===== config.mk =====
export PLATFORM = sky130hd
export DESIGN_NAME = rotabit_sequencer
export DESIGN_NICKNAME = d
export VERILOG_FILES = /design/src/rtl/rotabit_sequencer.sv
export SDC_FILE = /design/constraint.sdc
export NUM_CORES = 1
export LEC_CHECK = 0
export CAP_MARGIN = 40
export CORE_MARGIN = 4
export CORE_UTILIZATION = 30
export CTS_CLUSTER_DIAMETER = 100
export DETAILED_ROUTE_END_ITERATION = 8
export DONT_BUFFER_PORTS = 1
export PLACE_DENSITY = 0.41
export SYNTH_ARGS = -nofsm -noshare
export SYNTH_HDL_FRONTEND = slang
export SYNTH_SLANG_ARGS = --single-unit
export TNS_END_PERCENT = 10

===== constraint.sdc =====
create_clock -name clk -period 5.7 [get_ports clk]
set_clock_uncertainty 0.2 [all_clocks]
set_input_delay 1.14 -clock clk [delete_from_list [all_inputs] [get_ports clk]]
set_output_delay 1.14 -clock clk [all_outputs]
set_load 0.03 [all_outputs]

===== src/rtl/rotabit_sequencer.sv =====
// Rotating-bit pattern sequencer: loads a start pattern and rotates it left/right
// once per prescaler period, for N steps or continuously, with start/busy/done handshake.
module rotabit_sequencer #(
  parameter int WIDTH   = 16,
  parameter int CNT_W   = 8,
  parameter int PRESC_W = 16
) (
  input  logic               clk,
  input  logic               rst,
  input  logic               start,
  input  logic [WIDTH-1:0]   load_pattern,
  input  logic               dir,
  input  logic [CNT_W-1:0]   steps,
  input  logic [PRESC_W-1:0] period,
  input  logic               continuous,
  input  logic               stop,
  output logic [WIDTH-1:0]   pattern,
  output logic               step_pulse,
  output logic               busy,
  output logic               done
);

  typedef enum logic [1:0] {
    ST_IDLE = 2'd0,
    ST_RUN  = 2'd1,
    ST_DONE = 2'd2
  } state_e;

  localparam logic [PRESC_W-1:0] PRESC_ONE = PRESC_W'(1);
  localparam logic [CNT_W-1:0]   CNT_ONE   = CNT_W'(1);

  state_e             state_q, state_d;
  logic [WIDTH-1:0]   pattern_q, pattern_d;
  logic               dir_q, dir_d;
  logic [PRESC_W-1:0] period_q, period_d;
  logic               cont_q, cont_d;
  logic [CNT_W-1:0]   remaining_q, remaining_d;
  logic [PRESC_W-1:0] presc_q, presc_d;
  logic               step_pulse_q, step_pulse_d;

  logic [WIDTH-1:0]   rot_left, rot_right;
  logic               step_due;

  assign rot_left  = {pattern_q[WIDTH-2:0], pattern_q[WIDTH-1]};
  assign rot_right = {pattern_q[0], pattern_q[WIDTH-1:1]};
  // period_q is never 0 once latched, so period_q-1 cannot wrap.
  assign step_due  = (presc_q == period_q - PRESC_ONE);

  always_comb begin
    // NOTE: every variable gets a default first so no path leaves it unassigned (no latches).
    state_d      = state_q;
    pattern_d    = pattern_q;
    dir_d        = dir_q;
    period_d     = period_q;
    cont_d       = cont_q;
    remaining_d  = remaining_q;
    presc_d      = presc_q;
    step_pulse_d = 1'b0;

    unique case (state_q)
      ST_IDLE: begin
        if (start) begin
          pattern_d   = load_pattern;
          dir_d       = dir;
          period_d    = (period == '0) ? PRESC_ONE : period;
          cont_d      = continuous;
          remaining_d = steps;
          presc_d     = '0;
          state_d     = (steps == '0 && !continuous) ? ST_DONE : ST_RUN;
        end
      end
      ST_RUN: begin
        if (stop) begin
          // Abort outranks a step that falls due on the same edge.
          state_d = ST_DONE;
        end else if (step_due) begin
          presc_d      = '0;
          pattern_d    = dir_q ? rot_right : rot_left;
          step_pulse_d = 1'b1;
          if (!cont_q) begin
            remaining_d = remaining_q - CNT_ONE;
            if (remaining_q == CNT_ONE) state_d = ST_DONE;
          end
        end else begin
          presc_d = presc_q + PRESC_ONE;
        end
      end
      ST_DONE: state_d = ST_IDLE;
      default: state_d = ST_IDLE;
    endcase
  end

  always_ff @(posedge clk) begin
    // NOTE: sequential state uses non-blocking assignments so all flops update together.
    if (rst) begin
      state_q      <= ST_IDLE;
      pattern_q    <= '0;
      dir_q        <= 1'b0;
      period_q     <= '0;
      cont_q       <= 1'b0;
      remaining_q  <= '0;
      presc_q      <= '0;
      step_pulse_q <= 1'b0;
    end else begin
      state_q      <= state_d;
      pattern_q    <= pattern_d;
      dir_q        <= dir_d;
      period_q     <= period_d;
      cont_q       <= cont_d;
      remaining_q  <= remaining_d;
      presc_q      <= presc_d;
      step_pulse_q <= step_pulse_d;
    end
  end

  assign pattern    = pattern_q;
  assign step_pulse = step_pulse_q;
  assign busy       = (state_q == ST_RUN);
  assign done       = (state_q == ST_DONE);

endmodule


==> report_table.html <==
<table>
<tr><th>Metric</th><th>Value</th></tr>
<tr><th colspan="2">Run status</th></tr>
<tr><td>Run status</td><td>finished clean</td></tr>
<tr><th colspan="2">Layout</th></tr>
<tr><td>Layout cell share with drive strength beyond 1</td><td>6.83%</td></tr>
<tr><td>Synthesis-to-finish area growth</td><td>11.6%</td></tr>
<tr><td>Commonest non-fill, non-tap cell in the layout</td><td>sky130_fd_sc_hd__nand2_1</td></tr>
<tr><td>Highest-count cells in the layout ignoring fill and taps</td><td>86 x sky130_fd_sc_hd__nand2_1, 61 x sky130_fd_sc_hd__dfxtp_1, 33 x sky130_fd_sc_hd__mux2i_1, 27 x sky130_fd_sc_hd__a21oi_1, 24 x sky130_fd_sc_hd__nor3_1</td></tr>
<tr><td>Seq. cell area</td><td>0.00122 mm²</td></tr>
<tr><td>Net count, final</td><td>roughly 500</td></tr>
<tr><td>Diodes inserted</td><td>0</td></tr>
<tr><td>Filler cell count in the final layout</td><td>about 1200</td></tr>
<tr><td>Total area of multi-input combinational cells</td><td>approximately 0.0023 mm²</td></tr>
<tr><td>Post-route cell area</td><td>a little over 0.004 mm²</td></tr>
<tr><th colspan="2">STA</th></tr>
<tr><td>Final setup TNS</td><td>0 ns</td></tr>
<tr><td>Relative slew margins</td><td>between 50% and 60%</td></tr>
<tr><td>Crit path time final</td><td>roughly 3.6 ns</td></tr>
<tr><td>Worst setup slack after layout</td><td>~2.1 ns</td></tr>
<tr><td>Hold Violations, Final</td><td>0</td></tr>
<tr><td>Portion of the clock cycle consumed by the worst path in the final layout</td><td>between 60% and 70%</td></tr>
<tr><td>Final-report max-slew violation count</td><td>0</td></tr>
<tr><td>RSZ-0062 raised after global routing</td><td>no</td></tr>
<tr><td>Highest clock frequency the design can meet</td><td>between 0.2 and 0.3 GHz</td></tr>
<tr><td>Measured slew at the worst slew-check pin</td><td>0.686 ns</td></tr>
<tr><td>Finish-stage setup viols</td><td>0</td></tr>
<tr><th colspan="2">Placement</th></tr>
<tr><td>Placed standard-cell area</td><td>0.00377 mm²</td></tr>
<tr><td>Count of input and output buffers</td><td>0</td></tr>
<tr><td>Post-Place Worst Slack</td><td>~1.9 ns</td></tr>
<tr><td>Placer's final routability congestion estimate</td><td>0.785</td></tr>
<tr><td>Half-perimeter wire length after detailed placement</td><td>slightly above 7000 µm</td></tr>
<tr><th colspan="2">Logic synthesis</th></tr>
<tr><td>Flop and latch count out of synthesis</td><td>61</td></tr>
<tr><td>Seq/Total Area, Yosys</td><td>33.7%</td></tr>
<tr><td>Gate Count Post-Synth</td><td>446</td></tr>
<tr><td>Post-synthesis cell area</td><td>0.00363 mm²</td></tr>
<tr><td>Async SR Flop Fraction</td><td>0%</td></tr>
<tr><td>Count of unique library cells instantiated by Yosys</td><td>between 50 and 60</td></tr>
<tr><td>Number of flops mapped to enable cells by yosys</td><td>0</td></tr>
<tr><td>Primary FF master, synth</td><td>sky130_fd_sc_hd__dfxtp_1</td></tr>
<tr><td>Synthesized netlist net count</td><td>between 400 and 500</td></tr>
<tr><td>Syn_area_per_cell</td><td>about 8 µm²</td></tr>
<tr><td>Number of warning messages in the yosys log</td><td>0</td></tr>
<tr><th colspan="2">Worst setup path</th></tr>
<tr><td>Flop-to-flop setup slack</td><td>between 2 and 2.5 ns</td></tr>
<tr><td>Reg2Reg Depth</td><td>10</td></tr>
<tr><td>Nature of the critical path endpoint</td><td>register</td></tr>
<tr><td>Arrival time of the worst setup path</td><td>3.70 ns</td></tr>
<tr><td>RR Startpoint</td><td>period_q[0]$_SDFFE_PP0P_</td></tr>
<tr><td>Critical path launch point type</td><td>register</td></tr>
<tr><td>Classification of the worst setup path</td><td>register to register</td></tr>
<tr><td>Required @ worst endpoint</td><td>5.76 ns</td></tr>
<tr><td>Worst r2r dst</td><td>pattern[9]$_SDFFE_PP0P_</td></tr>
<tr><td>Critical-path maximum fanout</td><td>24</td></tr>
<tr><th colspan="2">Power and ir drop</th></tr>
<tr><td>Internal cell power</td><td>slightly below 900 µW</td></tr>
<tr><td>Maximum vdd ir drop</td><td>around 0.13 mV</td></tr>
<tr><td>Cell leakage power</td><td>around 0.0014 µW</td></tr>
<tr><td>Share of power burned in combinational logic</td><td>between 10% and 20%</td></tr>
<tr><td>Pwr per Cell Area</td><td>between 300 and 400 mW/mm²</td></tr>
<tr><td>Sequential cell fraction of total power</td><td>between 40% and 50%</td></tr>
<tr><td>P_sw</td><td>383 µW</td></tr>
<tr><td>Clock network fraction of design power</td><td>41.7%</td></tr>
<tr><td>Switching share of total power</td><td>a little under a third</td></tr>
<tr><th colspan="2">CTS</th></tr>
<tr><td>Register clock-pin slew on the reported worst setup and hold paths</td><td>0.05 ns</td></tr>
<tr><td>TritonCTS clock tree</td><td>done</td></tr>
<tr><td>Maximum clock insertion buffer count</td><td>2</td></tr>
<tr><td>Count of clock tree sinks</td><td>61</td></tr>
<tr><td>Clock latency on the worst-skew pair</td><td>~0.33 ns</td></tr>
<tr><td>CTS root buffer</td><td>sky130_fd_sc_hd__clkbuf_16</td></tr>
<tr><td>Post-CTS repair timing setup buffer count</td><td>0</td></tr>
<tr><td>Number of clock buffers inserted by TritonCTS</td><td>9</td></tr>
<tr><td># H-tree levels</td><td>3</td></tr>
<tr><td>Number of buffers added to fix hold violations after cts</td><td>0</td></tr>
<tr><td>Post-CTS Resized</td><td>0</td></tr>
<tr><th colspan="2">Routing</th></tr>
<tr><td>Number of iterations in the first detailed-routing pass</td><td>4</td></tr>
<tr><td>Routed len/inst</td><td>around 17 µm</td></tr>
<tr><td>Per-cell via count in the routed design</td><td>5.35</td></tr>
<tr><td>Vias post-DR</td><td>between 3000 and 4000</td></tr>
<tr><td>Post-route DRC</td><td>0</td></tr>
<tr><td>Post-route ant nets</td><td>0</td></tr>
<tr><td>DRT Wirelength</td><td>9710 µm</td></tr>
<tr><td>Iter 0 DRT Violations</td><td>between 100 and 150</td></tr>
<tr><th colspan="2">Hold path</th></tr>
<tr><td>Type of the most critical hold path</td><td>register to register</td></tr>
<tr><td>Start point of the worst hold path</td><td>period_q[1]$_SDFFE_PP0P_</td></tr>
<tr><td>Min-Delay Path Depth</td><td>2</td></tr>
<tr><td>Worst min-delay path endpoint</td><td>period_q[1]$_SDFFE_PP0P_</td></tr>
<tr><th colspan="2">Floorplan</th></tr>
<tr><td>Vertical die dimension</td><td>~120 µm</td></tr>
<tr><td>Starting utilization of the core area</td><td>31.2%</td></tr>
<tr><td>Core area</td><td>approximately 0.012 mm²</td></tr>
<tr><td>Num rows</td><td>39</td></tr>
<tr><td>X dimension of the die</td><td>118 µm</td></tr>
<tr><td>IO Count</td><td>65</td></tr>
<tr><td>Die area</td><td>around 0.014 mm²</td></tr>
<tr><th colspan="2">GRT</th></tr>
<tr><td>Overflow after GRT</td><td>0</td></tr>
<tr><td>Wire length of the first global-routing pass</td><td>roughly 16000 µm</td></tr>
<tr><td>Maximum number of pins on one net before global-route repair</td><td>between 40 and 50</td></tr>
<tr><td>Vias in the first global route</td><td>around 3000</td></tr>
<tr><td>Number of antenna violations at the first check in global routing</td><td>0</td></tr>
<tr><td>Global-route total usage across every layer</td><td>14.3%</td></tr>
<tr><th colspan="2">Run</th></tr>
<tr><td>Reported max-cap violation count</td><td>0</td></tr>
</table>
flip-flops by register name, summed over array words and instances (netlist names):
| name | cells |
|---|---|
| remaining_q | 8 |
| dir_q | 1 |
| cont_q | 1 |
| period_q | 16 |
| pattern | 16 |
| step_pulse | 1 |
| presc_q | 16 |
| state_q | 2 |
logic make-up (layout without fill, tap and decap cells):
logic type | Yosys count | after routing | synth area share [%]
fa+ha+maj | 4 | 4 | 1.38
simple gates | 199 | 199 | 27.0
compound gates | 81 | 81 | 16.2
buf+inv | 35 | 28 | 4.14
mux | 34 | 34 | 9.42
flops | 61 | 61 | 33.7
xor+xnor | 32 | 32 | 8.14
cells in the mapped netlist (all sizes together), types with 2 or more instances:
cell / number / share of area, %
nor4b: 2 / 0.66
nand4: 7 / 1.2
nand2: 86 / 8.9
a22oi: 3 / 0.62
o21ai: 6 / 0.83
a21boi: 3 / 1.0
a211oi: 4 / 0.83
and3b: 2 / 0.48
o2bb2ai: 2 / 0.48
a21oi: 27 / 3.7
nor3: 25 / 3.6
nand3b: 2 / 0.41
buf: 6 / 1.1
dfxtp: 61 / 34
ha: 4 / 1.4
nor2: 20 / 2.1
xnor2: 16 / 3.9
or3: 5 / 0.86
nor4: 9 / 1.6
nand3: 12 / 1.7
xor2: 15 / 3.6
a31oi: 5 / 0.86
o211ai: 19 / 3.9
inv: 8 / 0.83
mux2i: 33 / 9.1
and3: 6 / 1.0
nor2b: 8 / 1.4
or4: 3 / 0.83
nand2b: 5 / 0.86
o31ai: 3 / 0.62
clkbuf: 20 / 2.1
routing by layer:
| metal | track usage [%] | part of all wire (%) | routed length [µm] |
|---|---|---|---|
| met2 | 22.8 | 47 | 4520 |
| met5 | 0 | 0 | 0 |
| met1 | 17.6 | 45 | 4410 |
| met3 | 5.24 | 6.3 | 612 |
| met4 | 5.27 | 1.6 | 154 |
power groups by stage:
stage	Sequential, µW	Combinational (µW)	Clock (µW)
floorplan	512	188	0
global placement	530	213	0
detailed placement	528	220	0
CTS	519	221	542
global route	524	245	560
finish	518	219	529
per-stage QoR:
stage / std cells / power (µW) / util [%] / hold WS (ns)
after floorplan: 446 / 700 / - / 0.249
after global placement: 565 / 742 / 31.9 / 0.265
after global routing: 582 / 1330 / 34.9 / 0.307
final: 582 / 1270 / 34.9 / 0.276
after CTS: 582 / 1280 / 34.9 / 0.278
after detailed placement: 568 / 748 / 32.4 / 0.267
worst max-delay path: stages (launching register included):
cell                        delay [ns]
sky130_fd_sc_hd__dfxtp_1          0.33
sky130_fd_sc_hd__inv_1            0.06
sky130_fd_sc_hd__ha_1             0.20
sky130_fd_sc_hd__or4b_1           0.53
sky130_fd_sc_hd__nor4b_2          0.40
sky130_fd_sc_hd__mux2_2           0.38
sky130_fd_sc_hd__a31oi_1          0.38
sky130_fd_sc_hd__o2111ai_4        0.24
sky130_fd_sc_hd__a21boi_4         0.41
sky130_fd_sc_hd__buf_12           0.24
sky130_fd_sc_hd__mux2i_1          0.19
cell type report:
| type | count | area share, % |
|---|---|---|
| tap | 143 | 4.42 |
| multi-input combinational | 350 | 55.8 |
| clock buffer | 10 | 5.66 |
| inverter | 9 | 0.834 |
| timing repair buffer | 5 | 1.82 |
| clock inverter | 4 | 1.27 |
| sequential | 61 | 30.2 |
worst max path at each step:
stage                                        start                           to  slack, ns
after detailed placement                     start  remaining_q[4]$_SDFFE_PP0P_       1.86
final                     period_q[0]$_SDFFE_PP0P_      pattern[9]$_SDFFE_PP0P_       2.05
after global routing      period_q[0]$_SDFFE_PP0P_      pattern[4]$_SDFFE_PP0P_       1.78
after global placement    period_q[0]$_SDFFE_PP0P_      pattern[2]$_SDFFE_PP0P_       1.75
after CTS                 period_q[0]$_SDFFE_PP0P_      pattern[4]$_SDFFE_PP0P_       2.04
after floorplan                              start  remaining_q[4]$_SDFFE_PP0P_       2.55
No activity file was read; power rests on OpenSTA's default activity.
